<file path="src/rtl/router_fsm.sv">
// ============================================================================
//  Module      : router_fsm
//  Description : Packet-control FSM of the 1x3 router. Decodes the header
//                address and sequences header, payload and parity bytes into
//                the selected FIFO.
//  Revision    : 1.0  initial release
// ============================================================================
`timescale 1ns/1ps
`default_nettype none

module router_fsm #(
    parameter logic [1:0] INVALID_ADDR = 2'd3,
    parameter int         STATE_W      = 3
) (
    input  logic       clock,
    input  logic       resetn,
    input  logic       pkt_valid,
    input  logic [1:0] data_in,
    input  logic       parity_done,
    input  logic       low_pkt_valid,
    input  logic       fifo_full,
    input  logic       fifo_empty_0,
    input  logic       fifo_empty_1,
    input  logic       fifo_empty_2,
    input  logic       soft_reset_0,
    input  logic       soft_reset_1,
    input  logic       soft_reset_2,
    output logic       busy,
    output logic       detect_add,
    output logic       lfd_state,
    output logic       ld_state,
    output logic       laf_state,
    output logic       full_state,
    output logic       write_enb_reg,
    output logic       rst_int_reg
);

    typedef enum logic [STATE_W-1:0] {
        DECODE_ADDRESS     = 3'd0,
        LOAD_FIRST_DATA    = 3'd1,
        LOAD_DATA          = 3'd2,
        FIFO_FULL_STATE    = 3'd3,
        LOAD_AFTER_FULL    = 3'd4,
        LOAD_PARITY        = 3'd5,
        CHECK_PARITY_ERROR = 3'd6,
        WAIT_TILL_EMPTY    = 3'd7
    } state_t;

    state_t     state_q, state_d;
    logic [1:0] addr_q, addr_d;
    logic [1:0] sel_addr;
    logic       sel_empty;
    logic       sel_soft;
    logic       hdr_ok;

    always_ff @(posedge clock or negedge resetn) begin
        if (!resetn) begin
            state_q <= DECODE_ADDRESS;
            addr_q  <= 2'd0;
        end else begin
            state_q <= state_d;
            addr_q  <= addr_d;
        end
    end

    // While decoding, the header on data_in picks the FIFO; afterwards the latched address does.
    always_comb begin
        sel_addr = (state_q == DECODE_ADDRESS) ? data_in : addr_q;
        case (sel_addr)
            2'd0:    sel_empty = fifo_empty_0;
            2'd1:    sel_empty = fifo_empty_1;
            2'd2:    sel_empty = fifo_empty_2;
            default: sel_empty = 1'b0;
        endcase
        case (addr_q)
            2'd0:    sel_soft = soft_reset_0;
            2'd1:    sel_soft = soft_reset_1;
            2'd2:    sel_soft = soft_reset_2;
            default: sel_soft = 1'b0;
        endcase
    end

    assign hdr_ok = pkt_valid && (data_in != INVALID_ADDR);

    always_comb begin
        state_d = state_q;
        addr_d  = addr_q;
        case (state_q)
            DECODE_ADDRESS: begin
                if (hdr_ok) begin
                    addr_d  = data_in;
                    state_d = sel_empty ? LOAD_FIRST_DATA : WAIT_TILL_EMPTY;
                end
            end
            LOAD_FIRST_DATA: state_d = LOAD_DATA;
            LOAD_DATA: begin
                if (fifo_full)       state_d = FIFO_FULL_STATE;
                else if (!pkt_valid) state_d = LOAD_PARITY;
            end
            FIFO_FULL_STATE: begin
                if (!fifo_full) state_d = LOAD_AFTER_FULL;
            end
            LOAD_AFTER_FULL: begin
                if (parity_done)        state_d = DECODE_ADDRESS;
                else if (low_pkt_valid) state_d = LOAD_PARITY;
                else                    state_d = LOAD_DATA;
            end
            LOAD_PARITY: state_d = CHECK_PARITY_ERROR;
            CHECK_PARITY_ERROR: state_d = fifo_full ? FIFO_FULL_STATE : DECODE_ADDRESS;
            WAIT_TILL_EMPTY: begin
                if (sel_empty) state_d = LOAD_FIRST_DATA;
            end
            default: state_d = DECODE_ADDRESS;
        endcase
        // A timeout on the FIFO being served aborts the packet from any state.
        if (sel_soft) state_d = DECODE_ADDRESS;
    end

    always_comb begin
        busy          = 1'b1;
        detect_add    = 1'b0;
        lfd_state     = 1'b0;
        ld_state      = 1'b0;
        laf_state     = 1'b0;
        full_state    = 1'b0;
        write_enb_reg = 1'b0;
        rst_int_reg   = 1'b0;
        case (state_q)
            DECODE_ADDRESS: begin
                busy       = 1'b0;
                detect_add = 1'b1;
            end
            LOAD_FIRST_DATA: lfd_state = 1'b1;
            LOAD_DATA: begin
                busy          = 1'b0;
                ld_state      = 1'b1;
                write_enb_reg = 1'b1;
            end
            FIFO_FULL_STATE: full_state = 1'b1;
            LOAD_AFTER_FULL: begin
                laf_state     = 1'b1;
                write_enb_reg = 1'b1;
            end
            LOAD_PARITY:        write_enb_reg = 1'b1;
            CHECK_PARITY_ERROR: rst_int_reg   = 1'b1;
            default: ;
        endcase
    end

endmodule

`default_nettype wire

</file>
<file path="config.mk">
export PLATFORM = sky130hd
export DESIGN_NAME = router_fsm
export DESIGN_NICKNAME = d
export VERILOG_FILES = /design/src/rtl/router_fsm.sv
export SDC_FILE = /design/constraint.sdc
export NUM_CORES = 1
export LEC_CHECK = 0
export ABC_AREA = 1
export BUFFER_PORTS_ARGS = -buffer_cell sky130_fd_sc_hd__buf_2
export CAP_MARGIN = 20
export CORE_MARGIN = 2
export CORE_UTILIZATION = 35
export DETAILED_ROUTE_END_ITERATION = 16
export HOLD_SLACK_MARGIN = 0.06
export SETUP_SLACK_MARGIN = 0.02
export SLEW_MARGIN = 0
export SYNTH_ARGS = -nofsm -noshare
export SYNTH_HDL_FRONTEND = slang
export SYNTH_SLANG_ARGS = --single-unit
</file>
<file path="constraint.sdc">
create_clock -name clock -period 1.7 [get_ports clock]
set_input_delay 0.255 -clock clock [delete_from_list [all_inputs] [get_ports clock]]
set_output_delay 0.255 -clock clock [all_outputs]
set_load 0.02 [all_outputs]
</file>
# Word-level counts from Yosys, hierarchy flattened
# Index checks and enable logic that the tools add are counted.
[totals]
out_inout_bits = 8
elab_cells = 48
register_bits = 5
[op_classes]
n_mux = 22
n_eq_ne = 16
n_reduce_logical = 8
[ops]
columns = ["operator", "n"]
rows = [
  ["3-bit two-way mux", 9],
  ["3-bit one-hot mux with 8 select lines", 1],
  ["3-bit equality test (second input constant)", 4],
  ["3-bit != test (second input constant)", 3],
  ["1-bit two-way mux", 8],
  ["3-bit by 2-bit equality test with 1-bit output (second input constant)", 2],
  ["1-bit one-hot mux with 3 select lines", 2],
  ["2-bit by 1-bit equality test with 1-bit output (second input constant)", 2],
  ["2-bit equality test (second input constant)", 2],
  ["2-bit logical NOT", 2],
  ["2-bit two-way mux", 2],
  ["4-bit != test (second input constant)", 1],
  ["4-bit AND reduction", 1],
  ["3-bit by 1-bit equality test with 1-bit output (second input constant)", 1],
  ["3-bit logical NOT", 1],
  ["3-bit OR reduction", 1],
  ["2-bit != test (second input constant)", 1],
  ["2-bit AND reduction", 1],
  ["2-bit OR reduction", 1],
  ["1-bit logical AND", 1],
]

# Logic depth before layout (Yosys ltp)
# Gate-level depths: netlist (run 1).
[depth]
ltp_word = 8
depth_mapped = 10
ltp_nobuf = 10

# Worst setup path before layout (run 1)
# OpenSTA, ideal clock, no wires.
[synth_path]
path_kind = "register to register"
from = "register state_q[0]"
to = "register state_q[2]"
n_path_buf = 0
setup_ns = 0.076
required_time_ns = 1.624
period_less_slack_ns = 1.505
arrival_ns = 1.429
path_slack_ns = 0.195
stages_incl_launch_ff = 8
path_cell_list = "dfrtp_1 inv_1 nand2_1 nor2_1 nand3_1 a21oi_1 nand2_1 o21ai_1"
[synth_between]
elab_chain_cells = 8
word_cells_on_any_way = 22
classes_between = "eq/ne (13); mux (6); reduce/logical (3)"
[synth_lines]
columns = ["element", "line", "source"]
rows = [
  ["start: declaration", "49", "state_t state_q, state_d;"],
  ["start signal: assignment", "61", "state_q <= state_d;"],
  ["3-bit logical NOT", "68, 88", ""],
  ["2-bit two-way mux", "68", "sel_addr = (state_q == DECODE_ADDRESS) ? data_in : addr_q;"],
  ["2-bit equality test, or another cell as far along", "69", "case (sel_addr)"],
  ["1-bit one-hot mux with 3 select lines", "69", ""],
  ["3-bit two-way mux", "92", "state_d = sel_empty ? LOAD_FIRST_DATA : WAIT_TILL_EMPTY;"],
  ["3-bit two-way mux", "90", "if (hdr_ok) begin"],
  ["3-bit one-hot mux with 8 select lines", "88", "case (state_q)"],
  ["3-bit two-way mux", "116", "if (sel_soft) state_d = DECODE_ADDRESS;"],
]
# Parallel ways exist; a longest one is shown, timed or not. The select of a mux whose other input is x is not followed.
# A chain may end at the register's enable or synchronous reset.

# Worst setup path in the final report (run 1)
[layout_path]
from = "register state_q[0]"
to = "output write_enb_reg"
[layout_between]
elab_chain_cells = 3
word_cells_on_any_way = 5
classes_between = "eq/ne (3); mux (1); reduce/logical (1)"
[layout_lines]
columns = ["element", "line", "source"]
rows = [
  ["3-bit equality test / 3-bit by 2-bit equality test with 1-bit output (equally long branches)", "128", "case (state_q)"],
  ["3-bit OR reduction (no source line) *", "-", ""],
  ["1-bit two-way mux *", "128", ""],
  ["end: declaration", "34", "output logic write_enb_reg,"],
]
# Mark *: on every way between the ends. The rest lies on a longest branch, timed or not.

==> results of run 1 <==
## tightest hold or removal path: stages
cell                      delay [ns]
sky130_fd_sc_hd__buf_2          0.10
sky130_fd_sc_hd__nand2_1        0.05
sky130_fd_sc_hd__o21ai_0        0.07
## cell usage after synthesis
| cell type | instances | area, um2 |
|---|---|---|
| sky130_fd_sc_hd__nand3_1 | 19 | 95.1 |
| sky130_fd_sc_hd__nand2_2 | 1 | 6.26 |
| sky130_fd_sc_hd__nand2_4 | 1 | 11.3 |
| sky130_fd_sc_hd__nor2_4 | 1 | 11.3 |
| sky130_fd_sc_hd__nor3_1 | 1 | 5.00 |
| sky130_fd_sc_hd__o21ai_0 | 5 | 25.0 |
| sky130_fd_sc_hd__o2111ai_1 | 1 | 8.76 |
| sky130_fd_sc_hd__nor4_1 | 1 | 6.26 |
| sky130_fd_sc_hd__dfrtp_1 | 5 | 125 |
| sky130_fd_sc_hd__inv_2 | 2 | 7.51 |
| sky130_fd_sc_hd__o21ai_1 | 2 | 10.0 |
| sky130_fd_sc_hd__nand4_1 | 2 | 12.5 |
| sky130_fd_sc_hd__nor2_1 | 7 | 26.3 |
| sky130_fd_sc_hd__inv_1 | 13 | 48.8 |
| sky130_fd_sc_hd__a21oi_2 | 1 | 8.76 |
| sky130_fd_sc_hd__nand2_1 | 21 | 78.8 |
| sky130_fd_sc_hd__a21oi_1 | 2 | 10.0 |
| sky130_fd_sc_hd__nand3_2 | 1 | 10.0 |
## registers in the layout, indices dropped and copies added (netlist names)
signal	flops
addr_q	2
state_q	3
## metal layers
metal | GRT usage, % | wire [um] | vias up | share of wire (%)
met3 | 2.59 | 31 | 0 | 2.4
met1 | 23.0 | 657 | 281 | 52
met5 | 0 | 0 | - | 0
met4 | 7.50 | 0 | 0 | 0
met2 | 25.0 | 581 | 7 | 46
li1 | - | - | 338 | -
## power by group through the flow
stage | logic, mW | clock network (mW) | registers, mW
after floorplan | 0.654 | 0 | 0.238
after global placement | 0.869 | 0 | 0.257
after detailed placement | 0.859 | 0 | 0.257
after CTS | 0.865 | 0.138 | 0.255
after global routing | 0.996 | 0.150 | 0.275
final | 0.872 | 0.131 | 0.265
## kinds of logic after synthesis
kind of cell | synth area share (%)
simple gates | 51.9
buf+inv | 11.1
compound gates | 12.3
flops | 24.7
## metrics by stage
stage,setup slack [ns],util [%],cells,hold WS (ns)
3_5_place_dp,0.168,47.3,122,0.0710
3_3_place_gp,0.157,47.3,122,0.0733
6_report,0.152,50.6,127,0.286
2_1_floorplan,0.195,-,86,-0.0406
5_1_grt,0.0281,50.6,127,0.315
4_1_cts,0.0910,50.0,127,0.281
## area by class of cell
class / count / area [um2] / area share, %
inverter: 15 / 58.8 / 8.72
clock buffer: 4 / 26.3 / 3.90
tap: 15 / 18.8 / 2.78
multi-input combinational: 66 / 328 / 48.6
sequential: 5 / 128 / 18.9
timing repair buffer: 22 / 115 / 17.1
## path summary, 6_finish.rpt
| check | from | to | depth (start not counted) |
|---|---|---|---|
| max in group asynchronous | resetn | state_q[1] | 2 |
| max reg2reg | state_q[0] | state_q[1] | 10 |
| max | state_q[0] | write_enb_reg | 6 |
| min reg2reg | state_q[0] | state_q[0] | 2 |
| min in group asynchronous | resetn | state_q[2] | 2 |
| min | data_in[0] | addr_q[0] | 3 |
## timing repair
item / 4_1_cts / 5_1_grt
endpoints found under the hold margin: 5 / 0
setup endpoints to repair: 0 / 5
gates resized for setup: 0 / 5
hold buffers: 1 / 0
==> results.yml, run 1 <==
global_route:
  globalRouteOverflowTotal: 0
  first_global_vias: 547
  grt_first_pass_wirelength_um: 2280
  globalRouteTotalUtil_pct: 16.5
  antenna_found_initial: 0
  grt_start_max_net_pins: 11
power_and_ir_drop:
  netSwitchingPower_mw: 0.708
  clkPwrFrac_pct: 10.3
  total_leakage_power_nw: 0.390
  switching_share_pct: 55.9
  power_report.internal_total_mw: 0.559
  power.density_nw_per_um2: 1880
  seq_power_share_pct: 20.9
  vdd_ir_drop_max_uv: 809
  totalPowerFinal_mw: 1.27
  share_comb_of_total_power_pct: 68.8
sta:
  maxSlewHeadroom_pct: 81.2
  clock-skew-final_ns: 0.000760
  fmax_mhz: 646
  final.min_clock_period_ns: 1.55
  setup_viol: 0
  setup-tns-final_ns: 0
  finalMaxSlewViolations: 0
  fin_crit_sh_pct: 91.1
  hold_viol: 0
  setup_repair_after_global_routing_missed_its_margin: "no"
  tightestPinTransition_ns: 0.279
clocking:
  cts-root-to-sink-buffers: 2
  clk_transition_reported_paths_ns: 0.04
  h_tree_depth: 1
  clk_root_buffer_cell: "sky130_fd_sc_hd__clkbuf_4"
  tritoncts_num_sinks: 5
  post-cts-setup-buffer-count: 0
  cts_buffers: 3
  cts_tree: "done"
  worstSkewPairLatency_ns: 0.23
detailed_routing:
  drt-pass1-iter-count: 4
  via_count: 626
  route.detailed.vias_per_inst: 4.93
  detailedRoute.firstIterationViolations: 22
  wl_final_um: 1270
  drt-wirelength-per-cell_um: 10.0
  drcViolationCount: 0
  final_antenna_net_count: 0
synthesis:
  post_synthesis_register_bit_count: 5
  synthesized_area_per_cell_um2: 5.89
  ys_warn_count: 0
  netlist_instances: 86
  synth_sequential_area_ratio_pct: 24.7
  post_synthesis_instance_area_um2: 507
  synthDistinctLibCells: 18
  synthesis.nets: 100
setup_path:
  worst-r2r-setup-slack_ns: 0.20
  crit_buf_inv: 2
  timing.critical_path.required_ns: 1.44
  kind_of_capture_point_of_the_worst_setup_path: "primary output"
  cp_slowest_stage_delay_ns: 0.45
  worstPathMaxFanout: 7
  setup.worst_path.start_class: "flop"
  critPathKind: "reg2out"
  cp_top_family: "flip-flops"
  timing.critical_path.cells: "inv_1 -> nand2_1 -> nor2_1 -> nor2_1 -> nand2_1 -> buf_2"
  worst-endpoint-arrival_ns: 1.29
  timing.critical_path.slowest_stage_cell: "sky130_fd_sc_hd__dfrtp_2"
flow_run:
  timing.max_cap.violations: 0
floorplanning:
  io-pin-count: 22
  floorplan.die.height_um: 42.1
  die_width_um: 42.1
  floorplan.rows: 13
  die_area_um2: 1770
  starting_density_of_the_core_pct: 38.0
  fp.coreArea_um2: 1330
placement:
  gpl.final_weighted_congestion: 0.815
  port-buffer-count: 21
  dpl.hpwl_um: 1090
  dpl_cell_area_um2: 631
cells_and_area:
  final_area_um2: 674
  final_layout_size_suffix_gt1_share_pct: 30.4
  flow.area_growth_from_synthesis_pct: 33.1
  layout_filler_cell_count: 163
  diodes: 0
  finalNetCount: 127
  layout.cells.most_common_list: "sky130_fd_sc_hd__nand2_1 (21), sky130_fd_sc_hd__buf_2 (21), sky130_fd_sc_hd__nand3_1 (19)"
hold_path:
  min_path_type: "in2reg"
status:
  status: "finished, final reports clean"
Power figures use the tool's default switching activity.
==> run 2: changes to the inputs <==
GPL_TIMING_DRIVEN = 0   (was not set)
==> run 2 against run 1 <==
Design area shrank 0.19%. Clock power is essentially flat. Critical path depth is the same. Critical path type unchanged.
==> results.yml, run 2 (synthesized netlist as in run 1, its figures left out) <==
setup_path:
  r2r-end: "state_q[1]"
  r2r_path_start: "state_q[1]"
  worst-endpoint-arrival_ns: 1.31
  setup.worst_path.start_class: "flop"
  kind_of_capture_point_of_the_worst_setup_path: "primary output"
  reg2reg_depth: 8
  critPathKind: "reg2out"
  worst-r2r-setup-slack_ns: 0.18
  worstPathMaxFanout: 7
  timing.critical_path.required_ns: 1.44
hold_path:
  hold-path-cell-count: 3
  min_path_type: "in2reg"
  timing.hold.worst_endpoint: "addr_q[0]"
  min_from: "data_in[0]"
power_and_ir_drop:
  totalPowerFinal_mw: 1.26
  vdd_ir_drop_max_uv: 711
  total_leakage_power_nw: 0.391
  power.density_nw_per_um2: 1880
sta:
  hold-worst-slack_ns: 0.282
  setup_repair_after_global_routing_missed_its_margin: "yes"
  fin_crit_sh_pct: 91.9
  fmax_mhz: 640
  setup-tns-final_ns: 0
  hold_viol: 0
  finalMaxSlewViolations: 0
  maxSlewHeadroom_pct: 80.6
  clock-skew-final_ns: 0.000576
  setup_viol: 0
  tightestPinTransition_ns: 0.289
  final.min_clock_period_ns: 1.56
cells_and_area:
  flow.area_growth_from_synthesis_pct: 32.8
  largest_register_ff_count: 3
  diodes: 0
  layout.cells.most_common_list: "sky130_fd_sc_hd__nand2_1 (21), sky130_fd_sc_hd__buf_2 (21), sky130_fd_sc_hd__nand3_1 (19)"
  final_layout_size_suffix_gt1_share_pct: 29.5
  reg_with_most_ffs: "state_q"
  sequential_cell_area_um2: 126
  layout_filler_cell_count: 142
  multiInputGateArea_um2: 328
  final_util_pct: 50.5
  finalNetCount: 127
  layout_top_registers: "state_q x3, addr_q x2"
placement:
  gpl.final_weighted_congestion: 0.839
  dpl.hpwl_um: 1080
  port-buffer-count: 21
floorplanning:
  die_area_um2: 1770
  io-pin-count: 22
  floorplan.rows: 13
  floorplan.die.height_um: 42.1
  starting_density_of_the_core_pct: 38.0
  fp.coreArea_um2: 1330
  die_width_um: 42.1
clocking:
  cts_buffers: 3
  clk_root_buffer_cell: "sky130_fd_sc_hd__clkbuf_4"
  tritoncts_num_sinks: 5
  h_tree_depth: 1
  worstSkewPairLatency_ns: 0.23
  cts-root-to-sink-buffers: 2
  clk_transition_reported_paths_ns: 0.04
  cts_tree: "done"
  post-cts-setup-buffer-count: 0
detailed_routing:
  via_count: 657
  final_antenna_net_count: 0
  route.detailed.vias_per_inst: 5.17
  detailedRoute.firstIterationViolations: 27
  drt-wirelength-per-cell_um: 10.2
  drcViolationCount: 0
  drt-pass1-iter-count: 4
  wl_final_um: 1290
global_route:
  globalRouteOverflowTotal: 0
  grt_start_max_net_pins: 11
  first_global_vias: 544
  grt_first_pass_wirelength_um: 2170
  globalRouteTotalUtil_pct: 15.3
  antenna_found_initial: 0
status:
  status: "finished, final reports clean"
flow_run:
  timing.max_cap.violations: 0
## run 2: timing repair
action	CTS	global route
gates resized for setup	0	3
setup endpoints to repair	0	3
endpoints found under the hold margin	5	0
hold buffers	1	0
## run 2: worst max-delay path by stage
stage / start / endpoint / slack (ns) / cells past startpoint
after floorplan: state_q[0] / state_q[2] / 0.19 / 7
after global placement: state_q[0] / state_q[1] / 0.20 / 8
after detailed placement: state_q[2] / state_q[1] / 0.15 / 8
after CTS: state_q[0] / write_enb_reg / 0.09 / 6
after global routing: state_q[1] / write_enb_reg / 0.005 / 6
final: state_q[1] / write_enb_reg / 0.14 / 6
## run 2: per-layer routing
metal	vias up	part of all wire [%]	GRT usage (%)
met1	294	44	20.8
li1	337	-	-
met4	0	0	7.50
met5	-	0	0
met2	26	50	25.0
met3	0	6.1	0
## run 2: per-stage QoR
step / setup slack [ns] / std cells / cell area (um2)
2_1_floorplan: 0.195 / 86 / 507
5_1_grt: 0.00466 / 127 / 673
6_report: 0.138 / 127 / 673
3_3_place_gp: 0.202 / 122 / 631
3_5_place_dp: 0.154 / 122 / 631
4_1_cts: 0.0948 / 127 / 667
## run 2: power by group
part | switching (mW) | leakage [nW] | total (mW) | internal, mW
Clock | 0.0418 | 0.0150 | 0.130 | 0.0883
Combinational | 0.579 | 0.314 | 0.870 | 0.290
Sequential | 0.0858 | 0.0619 | 0.263 | 0.177
Total | 0.707 | 0.391 | 1.26 | 0.556
## run 2: worst max-delay path, stage by stage, from the launching register on
cell and delay (ns):
sky130_fd_sc_hd__dfrtp_1 0.49, sky130_fd_sc_hd__inv_1 0.12, sky130_fd_sc_hd__nand2_1 0.12, sky130_fd_sc_hd__nor2_2 0.05
sky130_fd_sc_hd__nor2_1 0.08, sky130_fd_sc_hd__nand2_1 0.05, sky130_fd_sc_hd__buf_2 0.15
## run 2: cell type report
type	instances	area share [%]
tap	15	2.79
timing repair buffer	22	17.1
inverter	15	8.74
multi-input combinational	66	48.7
clock buffer	4	3.90
sequential	5	18.8
==> run 3: changes to the inputs <==
ABC_AREA = not set   (was 1)
GPL_TIMING_DRIVEN = not set   (was 0)
==> run 3 against run 2 <==
Maximum frequency down 6.2%. Clock skew increased by 0.0010 ns. Routed wire length is 5.0% lower. Global-route usage is 0.88 points lower. Hold slack improved by 0.051 ns. Worst setup slack worse by 0.10 ns. Largest cell class unchanged. Critical path depth unchanged. Highest routed layer unchanged. Design area increased by 2.6%.
==> results.yml, run 3 <==
synthesis:
  synthesized_area_per_cell_um2: 8.36
  ys_warn_count: 0
  synth-edff-count: 0
  synth_top_area_share_pct: 24.9
  yosys-top-cells-count: "sky130_fd_sc_hd__mux2i_1 (6), sky130_fd_sc_hd__dfrtp_1 (5), sky130_fd_sc_hd__nand2_1 (5), sky130_fd_sc_hd__nor2_1 (5), sky130_fd_sc_hd__o21ai_0 (5)"
  postSynth.asyncResetShare_pct: 100
  netlist_instances: 60
  synth_sequential_area_ratio_pct: 24.9
  post_synthesis_register_bit_count: 5
  synthDominantAreaCellType: "sky130_fd_sc_hd__dfrtp_1"
  post_synthesis_instance_area_um2: 502
  synthesis.nets: 74
  synthDistinctLibCells: 30
  synth.most_common_cell: "sky130_fd_sc_hd__mux2i_1"
  synth_ff_type: "sky130_fd_sc_hd__dfrtp_1"
  synth.top_cells.by_area: "sky130_fd_sc_hd__dfrtp_1 (25%), sky130_fd_sc_hd__mux2i_1 (12%), sky130_fd_sc_hd__o21ai_0 (5.0%), sky130_fd_sc_hd__nand2_1 (3.7%), sky130_fd_sc_hd__nand2b_1 (3.7%)"
floorplanning:
  die_area_um2: 1750
  io-pin-count: 22
  starting_density_of_the_core_pct: 38.1
  floorplan.rows: 13
  fp.coreArea_um2: 1320
  floorplan.die.height_um: 41.9
  die_width_um: 41.9
sta:
  hold_viol: 0
  setup_repair_after_global_routing_missed_its_margin: "yes"
  fin_ws_ns: 0.0354
  final.min_clock_period_ns: 1.66
  hold-worst-slack_ns: 0.333
  maxSlewHeadroom_pct: 80.6
  finalMaxSlewViolations: 0
  setup_viol: 0
  fmax_mhz: 601
  tightestPinTransition_ns: 0.288
  fin_crit_sh_pct: 97.9
  clock-skew-final_ns: 0.00158
cells_and_area:
  layout_filler_cell_count: 135
  multiInputGateArea_um2: 357
  diodes: 0
  flow.area_growth_from_synthesis_pct: 37.7
  layout_top_registers: "state_q x3, addr_q x2"
  largest_register_ff_count: 3
  mostFrequentLayoutCell: "sky130_fd_sc_hd__buf_2"
  finalNetCount: 103
  final_layout_size_suffix_gt1_share_pct: 44.3
  reg_with_most_ffs: "state_q"
  sequential_cell_area_um2: 125
power_and_ir_drop:
  power.density_nw_per_um2: 1840
  vdd_ir_drop_max_uv: 713
  total_leakage_power_nw: 0.354
clocking:
  cts-root-to-sink-buffers: 2
  clk_transition_reported_paths_ns: 0.04
  cts_buffers: 3
  tritoncts_num_sinks: 5
  worstSkewPairLatency_ns: 0.24
  cts_tree: "done"
  clk_root_buffer_cell: "sky130_fd_sc_hd__clkbuf_4"
  h_tree_depth: 1
setup_path:
  timing.critical_path.required_ns: 1.85
  critPathKind: "reg2reg"
  kind_of_capture_point_of_the_worst_setup_path: "flop"
  worst-endpoint-arrival_ns: 1.82
  setup.worst_path.start_class: "flop"
  worstPathMaxFanout: 3
global_route:
  grt_first_pass_wirelength_um: 2030
  globalRouteTotalUtil_pct: 14.4
  antenna_found_initial: 0
  first_global_vias: 524
  globalRouteOverflowTotal: 0
  grt_start_max_net_pins: 12
detailed_routing:
  via_count: 544
  wl_final_um: 1230
  detailedRoute.firstIterationViolations: 11
  drt-wirelength-per-cell_um: 11.9
  route.detailed.vias_per_inst: 5.28
  drt-pass1-iter-count: 4
  final_antenna_net_count: 0
  drcViolationCount: 0
hold_path:
  min_path_type: "in2reg"
placement:
  gpl.final_weighted_congestion: 0.778
  post-place-ws_ns: 0.0425
  port-buffer-count: 21
  dpl.hpwl_um: 985
flow_run:
  timing.max_cap.violations: 0
status:
  status: "finished, final reports clean"
==> run 3: timing repair <==
action	in CTS	in global routing
hold endpoints to repair	5	0
setup endpoints to repair	0	3
resized for setup	0	2
buffers inserted	0	1
hold buffers	1	0
==> run 3: path summary, 6_finish.rpt <==
path	start	endpoint	slack, ns	depth (start not counted)
min in group asynchronous	resetn	state_q[1]	0.37	2
min reg2reg	addr_q[1]	addr_q[1]	0.62	2
max reg2reg	state_q[2]	state_q[0]	0.04	6
max	state_q[2]	state_q[0]	0.04	6
max in group asynchronous	resetn	state_q[2]	1.20	2
min	data_in[0]	addr_q[0]	0.33	2
==> run 3: power by group <==
part	switching (mW)	internal, mW
Clock	0.0458	0.0885
Combinational	0.459	0.418
Sequential	0.0809	0.180
Total	0.585	0.686
==> run 3: critical path, cell delays in order (launching register included) <==
cell,delay (ns)
sky130_fd_sc_hd__dfrtp_1,0.42
sky130_fd_sc_hd__nor3_4,0.24
sky130_fd_sc_hd__mux2i_2,0.28
sky130_fd_sc_hd__mux2i_1,0.24
sky130_fd_sc_hd__a211oi_2,0.09
sky130_fd_sc_hd__buf_4,0.16
sky130_fd_sc_hd__a211oi_2,0.17
==> run 3: kinds of logic (layout without fill, tap and decap cells) <==
| logic type | after synthesis | after routing | synth area share (%) |
|---|---|---|---|
| AND/OR/NAND/NOR | 26 | 26 | 32.4 |
| AO/OA/AOI/OAI | 17 | 17 | 24.9 |
| multiplexers | 6 | 6 | 12.0 |
| buffers and inverters | 6 | 34 | 5.74 |
| flip-flops | 5 | 5 | 24.9 |
==> run 3: final cells by class <==
cell class | count | share of cell area, %
Clock buffer | 4 | 3.80
Inverter | 3 | 1.63
Multi-Input combinational cell | 49 | 51.6
Sequential cell | 5 | 18.1
Tap cell | 15 | 2.72
Timing Repair Buffer | 27 | 22.1
==> run 3: metal layers <==
| layer | wire [um] | global-route usage [%] |
|---|---|---|
| met1 | 560 | 16.4 |
| met2 | 604 | 25.3 |
| met3 | 62 | 4.78 |
| met4 | 0 | 3.87 |
| met5 | 0 | 0 |
==> run 3: stage by stage <==
step | utilization, % | cells | setup TNS, ns | power, mW | cell area, um2
after global routing | 52.4 | 103 | -0.107 | 1.38 | 691
after floorplan | - | 60 | -0.181 | 0.852 | 502
after CTS | 51.2 | 102 | 0 | 1.23 | 674
after global placement | 48.4 | 97 | 0 | 1.08 | 638
after detailed placement | 48.4 | 97 | 0 | 1.08 | 638
final | 52.4 | 103 | 0 | 1.27 | 691
